`src/rtl/riscv_mpsoc_pkg.sv`:
```
// Shared definitions for the memory-subsystem blocks:
// access sizes, arbiter states and requester encodings.
package riscv_mpsoc_pkg;

    localparam logic [2:0] BYTE       = 3'd0;
    localparam logic [2:0] HWORD      = 3'd1;
    localparam logic [2:0] WORD       = 3'd2;
    localparam logic [2:0] DWORD      = 3'd3;
    localparam logic [2:0] UNDEF_SIZE = 3'd7;

    typedef enum logic [1:0] {
        IDLE     = 2'd0,
        BUSY_LSU = 2'd1,
        BUSY_AUX = 2'd2
    } arb_state_e;

    typedef enum logic {
        OWN_LSU = 1'b0,
        OWN_AUX = 1'b1
    } owner_e;

endpackage

```
`src/rtl/riscv_dmem_req_buffer.sv`:
```
// One-entry holding register for an LSU request that
// could not be granted in the cycle it was pulsed.
module riscv_dmem_req_buffer
    import riscv_mpsoc_pkg::*;
#(
    parameter int XLEN = 64
) (
    input  logic            clk,
    input  logic            rst,
    input  logic            push_i,
    input  logic            pop_i,
    input  logic            flush_i,
    input  logic [XLEN-1:0] adr_i,
    input  logic [XLEN-1:0] d_i,
    input  logic            we_i,
    input  logic [2:0]      size_i,
    output logic            full_o,
    output logic [XLEN-1:0] adr_o,
    output logic [XLEN-1:0] d_o,
    output logic            we_o,
    output logic [2:0]      size_o
);

    logic            valid_q;
    logic [XLEN-1:0] adr_q;
    logic [XLEN-1:0] d_q;
    logic            we_q;
    logic [2:0]      size_q;

    // Flush wins over a same-cycle push: the dropped pulse never lands.
    always_ff @(posedge clk) begin
        if (rst) begin
            valid_q <= 1'b0;
        end else if (flush_i) begin
            valid_q <= 1'b0;
        end else if (push_i) begin
            valid_q <= 1'b1;
        end else if (pop_i) begin
            valid_q <= 1'b0;
        end
    end

    always_ff @(posedge clk) begin
        if (rst) begin
            adr_q  <= '0;
            d_q    <= '0;
            we_q   <= 1'b0;
            size_q <= BYTE;
        end else if (push_i && !flush_i) begin
            adr_q  <= adr_i;
            d_q    <= d_i;
            we_q   <= we_i;
            size_q <= size_i;
        end
    end

    assign full_o = valid_q;
    assign adr_o  = adr_q;
    assign d_o    = d_q;
    assign we_o   = we_q;
    assign size_o = size_q;

endmodule

```
`src/rtl/riscv_dmem_arbiter.sv`:
```
// Round-robin arbiter sharing the core data-memory port
// between the LSU (pulsed, buffered) and an AUX requester.
module riscv_dmem_arbiter
    import riscv_mpsoc_pkg::*;
#(
    parameter int XLEN = 64
) (
    input  logic            clk,
    input  logic            rst,
    input  logic            lsu_req,
    input  logic [XLEN-1:0] lsu_adr,
    input  logic [XLEN-1:0] lsu_d,
    input  logic            lsu_we,
    input  logic [2:0]      lsu_size,
    input  logic            lsu_flush,
    output logic            lsu_busy,
    output logic            lsu_ack,
    output logic [XLEN-1:0] lsu_q,
    output logic            lsu_misaligned,
    output logic            lsu_page_fault,
    input  logic            aux_req,
    input  logic [XLEN-1:0] aux_adr,
    input  logic [XLEN-1:0] aux_d,
    input  logic            aux_we,
    input  logic [2:0]      aux_size,
    output logic            aux_ack,
    output logic [XLEN-1:0] aux_q,
    output logic            aux_err,
    output logic            mem_req,
    output logic [XLEN-1:0] mem_adr,
    output logic [XLEN-1:0] mem_d,
    output logic            mem_we,
    output logic [2:0]      mem_size,
    input  logic            mem_ack,
    input  logic [XLEN-1:0] mem_q,
    input  logic            mem_misaligned,
    input  logic            mem_page_fault
);

    arb_state_e      state_q, state_d;
    owner_e          last_q, last_d;
    logic            req_q, req_d;
    logic [XLEN-1:0] adr_q, adr_d;
    logic [XLEN-1:0] dat_q, dat_d;
    logic            we_q, we_d;
    logic [2:0]      size_q, size_d;

    logic            buf_full;
    logic [XLEN-1:0] buf_adr;
    logic [XLEN-1:0] buf_dat;
    logic            buf_we;
    logic [2:0]      buf_size;

    logic            done;
    logic            arb;
    logic            lsu_cand;
    logic            aux_cand;
    logic            gnt_lsu;
    logic            gnt_aux;
    logic            push;
    logic            pop;
    logic [XLEN-1:0] src_adr;
    logic [XLEN-1:0] src_dat;
    logic            src_we;
    logic [2:0]      src_size;

    // A stray mem_ack while idle must never complete anything.
    assign done = mem_ack && (state_q != IDLE);
    assign arb  = (state_q == IDLE) || done;

    assign lsu_cand = buf_full ? !lsu_flush : lsu_req;
    assign aux_cand = aux_req && !(done && state_q == BUSY_AUX);

    always_comb begin
        gnt_lsu = 1'b0;
        gnt_aux = 1'b0;
        if (arb) begin
            if (lsu_cand && aux_cand) begin
                gnt_lsu = (last_q == OWN_AUX);
                gnt_aux = (last_q == OWN_LSU);
            end else begin
                gnt_lsu = lsu_cand;
                gnt_aux = aux_cand;
            end
        end
    end

    assign src_adr  = buf_full ? buf_adr  : lsu_adr;
    assign src_dat  = buf_full ? buf_dat  : lsu_d;
    assign src_we   = buf_full ? buf_we   : lsu_we;
    assign src_size = buf_full ? buf_size : lsu_size;

    assign push = lsu_req && !buf_full && !gnt_lsu;
    assign pop  = gnt_lsu && buf_full;

    riscv_dmem_req_buffer #(.XLEN(XLEN)) u_buf (
        .clk     (clk),
        .rst     (rst),
        .push_i  (push),
        .pop_i   (pop),
        .flush_i (lsu_flush),
        .adr_i   (lsu_adr),
        .d_i     (lsu_d),
        .we_i    (lsu_we),
        .size_i  (lsu_size),
        .full_o  (buf_full),
        .adr_o   (buf_adr),
        .d_o     (buf_dat),
        .we_o    (buf_we),
        .size_o  (buf_size)
    );

    always_comb begin
        state_d = state_q;
        last_d  = last_q;
        req_d   = req_q;
        adr_d   = adr_q;
        dat_d   = dat_q;
        we_d    = we_q;
        size_d  = size_q;
        if (gnt_lsu) begin
            state_d = BUSY_LSU;
            last_d  = OWN_LSU;
            req_d   = 1'b1;
            adr_d   = src_adr;
            dat_d   = src_dat;
            we_d    = src_we;
            size_d  = src_size;
        end else if (gnt_aux) begin
            state_d = BUSY_AUX;
            last_d  = OWN_AUX;
            req_d   = 1'b1;
            adr_d   = aux_adr;
            dat_d   = aux_d;
            we_d    = aux_we;
            size_d  = aux_size;
        end else if (done) begin
            state_d = IDLE;
            req_d   = 1'b0;
        end
    end

    always_ff @(posedge clk) begin
        if (rst) begin
            state_q <= IDLE;
            last_q  <= OWN_AUX;
            req_q   <= 1'b0;
            adr_q   <= '0;
            dat_q   <= '0;
            we_q    <= 1'b0;
            size_q  <= BYTE;
        end else begin
            state_q <= state_d;
            last_q  <= last_d;
            req_q   <= req_d;
            adr_q   <= adr_d;
            dat_q   <= dat_d;
            we_q    <= we_d;
            size_q  <= size_d;
        end
    end

    assign lsu_ack        = mem_ack && (state_q == BUSY_LSU);
    assign aux_ack        = mem_ack && (state_q == BUSY_AUX);
    assign lsu_misaligned = lsu_ack && mem_misaligned;
    assign lsu_page_fault = lsu_ack && mem_page_fault;
    assign aux_err        = aux_ack && (mem_misaligned || mem_page_fault);
    assign lsu_q          = mem_q;
    assign aux_q          = mem_q;
    assign lsu_busy       = buf_full;

    assign mem_req  = req_q;
    assign mem_adr  = adr_q;
    assign mem_d    = dat_q;
    assign mem_we   = we_q;
    assign mem_size = size_q;

endmodule

```
`config.mk`:
```
export PLATFORM = sky130hd
export DESIGN_NAME = riscv_dmem_arbiter
export DESIGN_NICKNAME = d
export VERILOG_FILES = /design/src/rtl/riscv_mpsoc_pkg.sv /design/src/rtl/riscv_dmem_req_buffer.sv /design/src/rtl/riscv_dmem_arbiter.sv
export SDC_FILE = /design/constraint.sdc
export NUM_CORES = 1
export LEC_CHECK = 0
export ABC_AREA = 1
export BUFFER_PORTS_ARGS = -buffer_cell sky130_fd_sc_hd__buf_2
export CAP_MARGIN = 10
export CELL_PAD_IN_SITES_DETAIL_PLACEMENT = 2
export CELL_PAD_IN_SITES_GLOBAL_PLACEMENT = 2
export CORE_MARGIN = 2
export CORE_UTILIZATION = 26
export DETAILED_ROUTE_END_ITERATION = 7
export MAX_ROUTING_LAYER = met4
export PLACE_DENSITY = 0.84
export SLEW_MARGIN = 20
export SYNTH_ARGS = -nofsm -noshare
export SYNTH_HDL_FRONTEND = slang
export SYNTH_SLANG_ARGS = --single-unit
```
`constraint.sdc`:
```
create_clock -name clk -period 4.5 [get_ports clk]
set_input_delay 0.675 -clock clk [delete_from_list [all_inputs] [get_ports clk]]
set_output_delay 0.675 -clock clk [all_outputs]
set_load 0.01 [all_outputs]
```
==> results of run 1 <==
## cells in the mapped netlist (2+ instances only)
master / instances / area [µm²]
a21oi_1: 103 / 515
buf_1: 5 / 18.8
buf_2: 63 / 315
buf_4: 149 / 1120
buf_6: 2 / 22.5
clkbuf_1: 74 / 278
dfxtp_1: 269 / 5390
inv_1: 101 / 379
inv_2: 5 / 18.8
nand2_1: 496 / 1860
nand2_4: 2 / 22.5
nand3_1: 282 / 1410
nand3b_1: 54 / 405
nor2_1: 328 / 1230
o21ai_0: 113 / 566
o21ai_1: 80 / 400
## registers in the layout, indices dropped and copies added, names as in the netlist
| register | count |
|---|---|
| last_q | 1 |
| mem_adr | 64 |
| mem_d | 64 |
| mem_req | 1 |
| mem_size | 3 |
| mem_we | 1 |
| state_q | 2 |
| u_buf.adr_o | 64 |
| u_buf.d_o | 64 |
| u_buf.full_o | 1 |
| u_buf.size_o | 3 |
| u_buf.we_o | 1 |
## metal layers
layer  vias up  GRT usage [%]  routed length [µm]
li1       7068              -                   -
met1      7339           23.6               24300
met2       421           37.3               30000
met3       140           4.99                3270
met4         0           10.7                2590
met5         -              -                   0
## layout make-up
cell class                 instances  share of cell area, %
clock inverter                     7                  0.360
sequential                       269                   32.3
timing repair buffer             432                   13.7
clock buffer                      55                   6.50
tap                              696                   5.22
multi-input combinational       1463                   39.1
antenna                           24                  0.360
inverter                         106                   2.45
## power by group through the flow
stage / sequential, mW / clock, mW / combinational (mW)
4_1_cts: 2.77 / 2.94 / 1.61
2_1_floorplan: 2.86 / 0 / 0.997
6_report: 2.76 / 2.83 / 1.58
3_3_place_gp: 2.79 / 0 / 1.52
5_1_grt: 2.79 / 3.03 / 1.77
3_5_place_dp: 2.81 / 0 / 1.59
## metrics by stage
stage          hold WS (ps)  utilization, %  instance area, µm²  worst slack, ps  total power, mW
2_1_floorplan           433               -               14000             2530             3.86
3_3_place_gp            448            28.9               15500             1220             4.31
3_5_place_dp            462            28.9               15500             1160             4.40
4_1_cts                 300            31.0               16600             1510             7.31
5_1_grt                 321            31.2               16700             1320             7.59
6_report                348            31.2               16700             1600             7.18
## path summary, 6_finish.rpt
| kind | to | slack, ps | depth (start not counted) |
|---|---|---|---|
| setup reg to reg | u_buf.adr_o[42] | 1600 | 9 |
| hold / removal | u_buf.full_o | 350 | 2 |
| hold reg to reg | last_q | 470 | 2 |
| setup / recovery | u_buf.adr_o[42] | 1600 | 9 |
## cells by family after synthesis
family	after synthesis	share of synthesized area, %
flops	269	38.4
buf+inv	399	15.4
simple gates	1165	35.5
compound gates	298	10.7
==> reports/summary.txt, run 1 <==
Outcome -> finished clean
Total negative slack -> 0 ps
Clk sinks -> 269
Residual DRC -> 0
WL/cell -> 19.7 µm
Top delay family on crit path -> simple AND/OR/NAND/NOR gates
Int Power -> 4.89 mW
Setup bufs post-CTS -> 0
Worst path cell trace -> inv_2, nand3_1, nand3_4, nand2_8, nand2_8, inv_4, buf_4, nor2_1, nor2_1
Starting density of the core -> 26.2%
Cells after Synth -> 2131
Clock Skews -> 8.44 ps
Sw Pwr -> 2.28 mW
Routed Antenna Nets -> 0
Post-CTS resize count -> 0
Chip height -> 236 µm
Library cells used by synthesis -> 21
Layout Cells excl Fill -> 3052
Leak -> 8.41 nW
Clk_lat worst skew -> 530 ps
Cell Count Post-Placement -> 2966
Max Fanout on Critical Path -> 68
Clock share of power -> 39.5%
Row cnt -> 85
FF/Latch Area -> 0.00539 mm²
Number of synthesized register bits -> 269
Hold Crit Start -> lsu_flush
Share of post-route cells with drive strength above 1 -> 21.4%
CTS Hold Bufs -> 0
TritonCTS Buffers -> 36
Antenna violations before repair -> 23
Syn Area/Cell -> 6.57 µm²
Max Clk Rate -> 345 MHz
Area of the mapped netlist -> 0.0140 mm²
CTS tree -> done
FFs w/ async S/R, synth -> 0%
Buffers on Ports -> 410
Area Overhead vs Synth -> 19.0%
Slew @ Worst Pin -> 1130 ps
Final Max Tran Viols -> 0
Cell Pwr Density -> 431 mW/mm²
DIE AREA -> 0.0558 mm²
CP required -> 4960 ps
Top Ports -> 603
Worst EP arrival -> 3360 ps
Combinational fraction of design power -> 22.0%
Die width -> 236 µm
Headroom to the max-slew limit -> 24.8%
GRT overflow -> 0
Sw Share -> 31.8%
Drt pass-1 iters -> 4
First-pass GRT wire length -> 93400 µm
Final setup viols -> 0
Final-stage net count -> 2644
CP Buf/Inv Count -> 3
Tcrit/Tclk final -> 64.4%
Crit path largest cell delay -> 510 ps
Seq pwr share -> 38.5%
Maximum clock insertion buffer count -> 3
Tot GR Track Use -> 21.7%
Post-synth EDFFs -> 0
Vias in the first global route -> 16600
Highest-count cells in the layout ignoring fill and taps -> nand2_1, buf_2, nor2_1
RSZ-0062 raised after global routing -> no
Min-Delay Path Class -> in2reg
Max VDD drop -> 0.200 mV
H-tree depth -> 2
Via count -> 15000
Type of origin of the critical path -> flip-flop
Vias per cell -> 4.90
Hold Fails Final Rpt -> 0
GPL Wtd Cong -> 0.787
Slowest CP cell -> inv_4
Area of the multi-input gates -> 0.00652 mm²
FILL cells -> 6506
Maxcap violations -> 0
Core area -> 0.0535 mm²
Post-synthesis sequential area ratio -> 38.4%
Commonest non-fill, non-tap cell in the layout -> nand2_1
Worst setup path startpoint -> state_q[0]
Clk slew on worst S/H paths -> 60 ps
Largest net degree at the start of global routing -> 134
Ys flop type -> dfxtp_1
FF-to-FF Start -> state_q[0]
Initial drt markers -> 604
Critical path capture point type -> flip-flop
Routed WL -> 60100 µm
Post-DP HPWL -> 39600 µm
Root Driver -> clkbuf_16
Setup CP Type -> reg2reg
Min Tclk post-route -> 2900 ps
Syn Nets -> 2467
Synthesis Warnings -> 0
Power figures use the tool's default switching activity.
==> run 2: changes to the inputs <==
--- a/config.mk
+++ b/config.mk
@@ -5,16 +5,16 @@
 export SDC_FILE = /design/constraint.sdc
 export NUM_CORES = 1
 export LEC_CHECK = 0
-export ABC_AREA = 1
+export ABC_AREA = 0
 export BUFFER_PORTS_ARGS = -buffer_cell sky130_fd_sc_hd__buf_2
 export CAP_MARGIN = 10
 export CELL_PAD_IN_SITES_DETAIL_PLACEMENT = 2
 export CELL_PAD_IN_SITES_GLOBAL_PLACEMENT = 2
 export CORE_MARGIN = 2
-export CORE_UTILIZATION = 26
+export CORE_UTILIZATION = 25
 export DETAILED_ROUTE_END_ITERATION = 7
 export MAX_ROUTING_LAYER = met4
-export PLACE_DENSITY = 0.84
+export PLACE_DENSITY = 0.77
 export SLEW_MARGIN = 20
 export SYNTH_ARGS = -nofsm -noshare
 export SYNTH_HDL_FRONTEND = slang
==> constraint.sdc (replaced) <==
create_clock -name clk -period 2.47 [get_ports clk]
set_input_delay 0.3705 -clock clk [delete_from_list [all_inputs] [get_ports clk]]
set_output_delay 0.3705 -clock clk [all_outputs]
set_load 0.01 [all_outputs]
==> run 2 against run 1 <==
- clock power rose by 83%
- setup slack got worse by 1300 ps
- count of clock-buffer cells in the layout fell by 4
- critical endpoint is now mem_adr[56]
- critical path type is now in2reg
- first-iteration DRC count fell by 36%
- routed wire length fell by 15%
- hold slack got worse by 260 ps
- sequential share of layout area rose by 1.2 points
- combinational power rose by 45%
- cell area fell by 3.5%
==> reports/summary.txt, run 2 <==
Max Clk Rate -> 460 MHz
DIE AREA -> 0.0550 mm²
First-pass GRT wire length -> 74600 µm
Cells after Synth -> 1353
Power, Total -> 12.4 mW
Outcome -> finished clean
Via count -> 11400
Top cells by count, synth -> dfxtp_1, a21oi_1, nand3_1, o21ai_0
Core area -> 0.0526 mm²
Largest net degree at the start of global routing -> 138
Syn Nets -> 1689
Hold Fails Final Rpt -> 0
Final-stage net count -> 1901
CTS tree -> done
Min-Delay Path Class -> in2reg
Commonest non-fill, non-tap cell in the layout -> buf_2
Design Area, Final -> 0.0161 mm²
GPL Wtd Cong -> 0.755
Worst EP arrival -> 2560 ps
R2r setup slk -> 340 ps
FILL cells -> 5881
Starting density of the core -> 25.3%
Clk sinks -> 269
Row cnt -> 84
Layout Cells excl Fill -> 2291
WL/cell -> 22.4 µm
Final worst slack -> 297 ps
Post-Place Cell Area -> 0.0149 mm²
Clk slew on worst S/H paths -> 60 ps
Crit path largest cell delay -> 570 ps
Maximum clock insertion buffer count -> 3
Synth area leader -> dfxtp_1
Type of origin of the critical path -> input pin
Max VDD drop -> 0.399 mV
Drt pass-1 iters -> 5
Antenna violations before repair -> 11
Chip height -> 235 µm
Cell Count Post-Placement -> 2216
Share of post-route cells with drive strength above 1 -> 39.8%
Clk_lat worst skew -> 540 ps
Top Ports -> 603
Post-synthesis sequential area ratio -> 40.5%
CP required -> 2850 ps
CP Buf/Inv Count -> 4
Max Fanout on Critical Path -> 52
Highest-count cells in the layout ignoring fill and taps -> buf_2, dfxtp_1, a21oi_1
Worst path cell trace -> dlygate4sd3_1, buf_2, nand2_1, o2111a_2, buf_12, buf_4, mux2i_1, o2bb2ai_1
Area of the mapped netlist -> 0.0133 mm²
Die width -> 235 µm
Number of synthesized register bits -> 269
Top delay family on crit path -> buffers and inverters
Leak -> 6.49 nW
Slew @ Worst Pin -> 789 ps
Pre-CTS setup slack -> 272 ps
Tot GR Track Use -> 18.2%
Most frequent cell after synthesis -> dfxtp_1
Final Max Tran Viols -> 0
Initial drt markers -> 389
Residual DRC -> 0
Syn Area/Cell -> 9.82 µm²
Ys flop type -> dfxtp_1
Min Tclk post-route -> 2170 ps
TritonCTS Buffers -> 34
Setup bufs post-CTS -> 0
Tcrit/Tclk final -> 88.0%
Vias in the first global route -> 12500
Post-Route Utilization -> 30.6%
Cell Pwr Density -> 770 mW/mm²
Final setup viols -> 0
RSZ-0062 raised after global routing -> no
Headroom to the max-slew limit -> 47.4%
Area contributors post-synth -> dfxtp_1, mux2_2, mux2i_1
Vias per cell -> 4.98
Slowest CP cell -> dlygate4sd3_1
Synthesis Warnings -> 0
Post-DP HPWL -> 34800 µm
FFs w/ async S/R, synth -> 0%
Critical path capture point type -> flip-flop
Maxcap violations -> 0
Post-synth EDFFs -> 0
Clock Skews -> 32.1 ps
Hold slack -> 90.0 ps
Library cells used by synthesis -> 31
GRT overflow -> 0
Area Overhead vs Synth -> 21.1%
Total negative slack -> 0 ps
Routed WL -> 51300 µm
Buffers on Ports -> 410
H-tree depth -> 2
Routed Antenna Nets -> 0
Setup CP Type -> in2reg
Root Driver -> clkbuf_16
Yosys top cell area share -> 40.5%
run 2: cell types whose count changed in the layout (fill, tap and decap cells not counted), moves of 132 or more:
cell,delta
nand3_1,-148
o2bb2ai_1,+132
mux2i_1,+132
nor2_1,-324
mux2_2,+132
nand2_1,-492
run 2: per-layer routing:
metal | track usage, % | wire [µm]
met1 | 18.7 | 19300
met2 | 32.8 | 27100
met3 | 3.67 | 2890
met4 | 9.30 | 2050
met5 | - | 0
run 2: cell families (layout without fill, tap and decap cells):
kind of cell           count (synthesis)  in the layout  share of synthesized area [%]
AND/OR/NAND/NOR                      155            155                           6.04
buffers and inverters                259            495                           13.0
AO/OA/AOI/OAI                        406            406                           19.3
other                                  0             14                              0
multiplexers                         264            264                           21.1
flip-flops                           269            269                           40.5
run 2: final timing paths:
kind,from,to,cells after the start
max,lsu_flush,mem_adr[56],8
min,lsu_adr[43],u_buf.adr_o[43],3
max reg2reg,u_buf.full_o,mem_adr[56],6
min reg2reg,mem_d[34],mem_d[34],1
run 2: area by class of cell:
cell class	instances	area [µm²]	share of cell area (%)
Multi-Input combinational cell	825	6200	38.6
Sequential cell	269	5390	33.5
Timing Repair Buffer	435	2430	15.1
Clock buffer	51	1050	6.50
Tap cell	688	861	5.35
Clock inverter	9	118	0.731
Antenna cell	14	35.0	0.218
run 2: tightest hold or removal path, stage by stage:
cell     delay (ps)
buf_2           100
nand3_1          60
a21oi_1          50
run 2: report_power, final:
| part | leakage, nW | switching [mW] | internal (mW) | total, mW |
|---|---|---|---|---|
| Sequential | 2.21 | 0.212 | 4.71 | 4.92 |
| Combinational | 3.70 | 1.32 | 0.969 | 2.29 |
| Clock | 0.578 | 2.04 | 3.14 | 5.18 |
| Total | 6.49 | 3.57 | 8.82 | 12.4 |
run 2: repair_timing:
action	in CTS	in global routing
resized for setup	0	0
hold buffers	1	0
endpoints found under the hold margin	1	0
==> run 3: changes to the inputs <==
--- a/config.mk
+++ b/config.mk
@@ -14,7 +14,7 @@
 export CORE_UTILIZATION = 25
 export DETAILED_ROUTE_END_ITERATION = 7
 export MAX_ROUTING_LAYER = met4
-export PLACE_DENSITY = 0.77
+export PLACE_DENSITY = 0.78
 export SLEW_MARGIN = 20
 export SYNTH_ARGS = -nofsm -noshare
 export SYNTH_HDL_FRONTEND = slang
==> run 3 against run 2 <==
- routed wire length increased by 0.46%
- power shrank 0.73%
- first-iteration DRC count fell by 8.0%
- setup slack lost 50 ps
- utilization rose by 0.18 points
- count of clock-buffer cells in the layout shrank 6
- clock power shrank 3%
- largest cell class unchanged
- highest routed layer unchanged
==> reports/summary.txt, run 3 (synthesis gave the netlist of run 2 again) <==
Outcome -> finished clean
Area Overhead vs Synth -> 21.8%
Root Driver -> clkbuf_16
Slowest CP cell -> buf_4
Headroom to the max-slew limit -> 36.0%
Share of post-route cells with drive strength above 1 -> 40.2%
Vias per cell -> 4.97
Clock share of power -> 40.7%
Post-CTS resize count -> 0
Post-Route Utilization -> 30.8%
Setup bufs post-CTS -> 0
Clk slew on worst S/H paths -> 60 ps
Row cnt -> 84
Worst path cell trace -> buf_4, buf_2
Min-Delay Path Class -> in2reg
Residual DRC -> 0
Sw Pwr -> 3.54 mW
Starting density of the core -> 25.3%
Core area -> 0.0526 mm²
Clk_lat worst skew -> 590 ps
Worst hold stages -> 3
Tcrit/Tclk final -> 90.0%
WL/cell -> 22.4 µm
Routed WL -> 51500 µm
CP Buf/Inv Count -> 2
Worst EP arrival -> 1850 ps
Max Fanout on Critical Path -> 46
Leak -> 6.54 nW
TritonCTS Buffers -> 31
Seq pwr share -> 39.9%
First-pass GRT wire length -> 76700 µm
Crit path largest cell delay -> 580 ps
Final Max Tran Viols -> 0
RSZ-0062 raised after global routing -> no
Clock Skews -> 10.6 ps
Worst R2R End -> mem_adr[60]
Clk sinks -> 269
Chip height -> 235 µm
Final setup viols -> 0
CTS Hold Bufs -> 1
H-tree depth -> 1
Top delay family on crit path -> buffers and inverters
CP required -> 2100 ps
Critical path capture point type -> primary output
Final-stage net count -> 1908
Hold endpoint -> u_buf.d_o[20]
GRT overflow -> 0
Min Tclk post-route -> 2220 ps
Type of origin of the critical path -> flip-flop
Maximum clock insertion buffer count -> 3
Maxcap violations -> 0
Max Clk Rate -> 450 MHz
Die width -> 235 µm
Sw Share -> 28.8%
FF/Latch Area -> 0.00539 mm²
FF-to-FF path depth -> 5
Initial drt markers -> 358
GPL Wtd Cong -> 0.775
Highest-count cells in the layout ignoring fill and taps -> buf_2, dfxtp_1, a21oi_1
FILL cells -> 5874
FF-to-FF Start -> state_q[0]
Slew @ Worst Pin -> 960 ps
Vias in the first global route -> 13000
Hold Crit Start -> lsu_d[20]
Routed Antenna Nets -> 0
Buffers on Ports -> 410
Combinational fraction of design power -> 19.4%
Cell Pwr Density -> 760 mW/mm²
R2r setup slk -> 340 ps
Via count -> 11400
Area of the multi-input gates -> 0.00620 mm²
Top Ports -> 603
DIE AREA -> 0.0550 mm²
Setup CP Type -> reg2out
Hold Fails Final Rpt -> 0
Tot GR Track Use -> 18.4%
Drt pass-1 iters -> 4
Int Power -> 8.76 mW
Post-DP HPWL -> 35900 µm
CTS tree -> done
Largest net degree at the start of global routing -> 79
Commonest non-fill, non-tap cell in the layout -> buf_2
Total negative slack -> 0 ps
Worst setup path startpoint -> u_buf.full_o
Max VDD drop -> 0.407 mV
Antenna violations before repair -> 9
==> run 3: cell type report <==
class / count / share of cell area, %
clock inverters: 12 / 1.01
clock buffers: 45 / 5.80
flip-flops and latches: 269 / 33.3
repair buffers: 445 / 16.0
well taps: 688 / 5.32
multi-input cells: 825 / 38.3
diodes: 11 / 0.170
==> run 3: power groups by stage <==
| stage | Combinational [mW] | Sequential (mW) | Clock [mW] |
|---|---|---|---|
| 6_report | 2.38 | 4.91 | 5.01 |
| 5_1_grt | 2.59 | 4.95 | 5.35 |
| 4_1_cts | 2.43 | 4.91 | 5.17 |
| 3_5_place_dp | 2.41 | 4.99 | 0 |
| 3_3_place_gp | 2.33 | 4.98 | 0 |
| 2_1_floorplan | 1.52 | 5.08 | 0 |
==> run 3: worst max path at each step <==
stage	endpoint	cells after the start	slack, ps
floorplan	mem_adr[0]	7	700
global placement	mem_d[49]	7	330
CTS	lsu_busy	2	180
detailed placement	mem_d[49]	7	240
global route	lsu_busy	2	160
finish	lsu_busy	2	250
==> run 3: worst register-to-register path: cells and delay by family, from the launching register on <==
kind | cells | cell delay, ps
buf+inv | 1 | 360
flops | 1 | 340
compound gates | 3 | 890
mux | 1 | 420
==> run 3: routing by layer <==
metal	wire length, µm	track usage (%)	vias to the layer above
li1	-	-	5280
met1	19500	19.0	5615
met2	27000	33.3	339
met3	3000	4.01	163
met4	1970	8.27	0
met5	0	-	-
==> run 3: per-stage QoR <==
step,hold slack (ps),instance area (µm²),std cells,power [mW],setup slack (ps)
floorplan,447,13300,1353,6.60,704
global placement,440,15000,2226,7.31,328
detailed placement,441,15000,2226,7.41,243
CTS,9.66,16100,2284,12.5,175
global route,30.0,16200,2292,12.9,156
finish,47.4,16200,2295,12.3,247
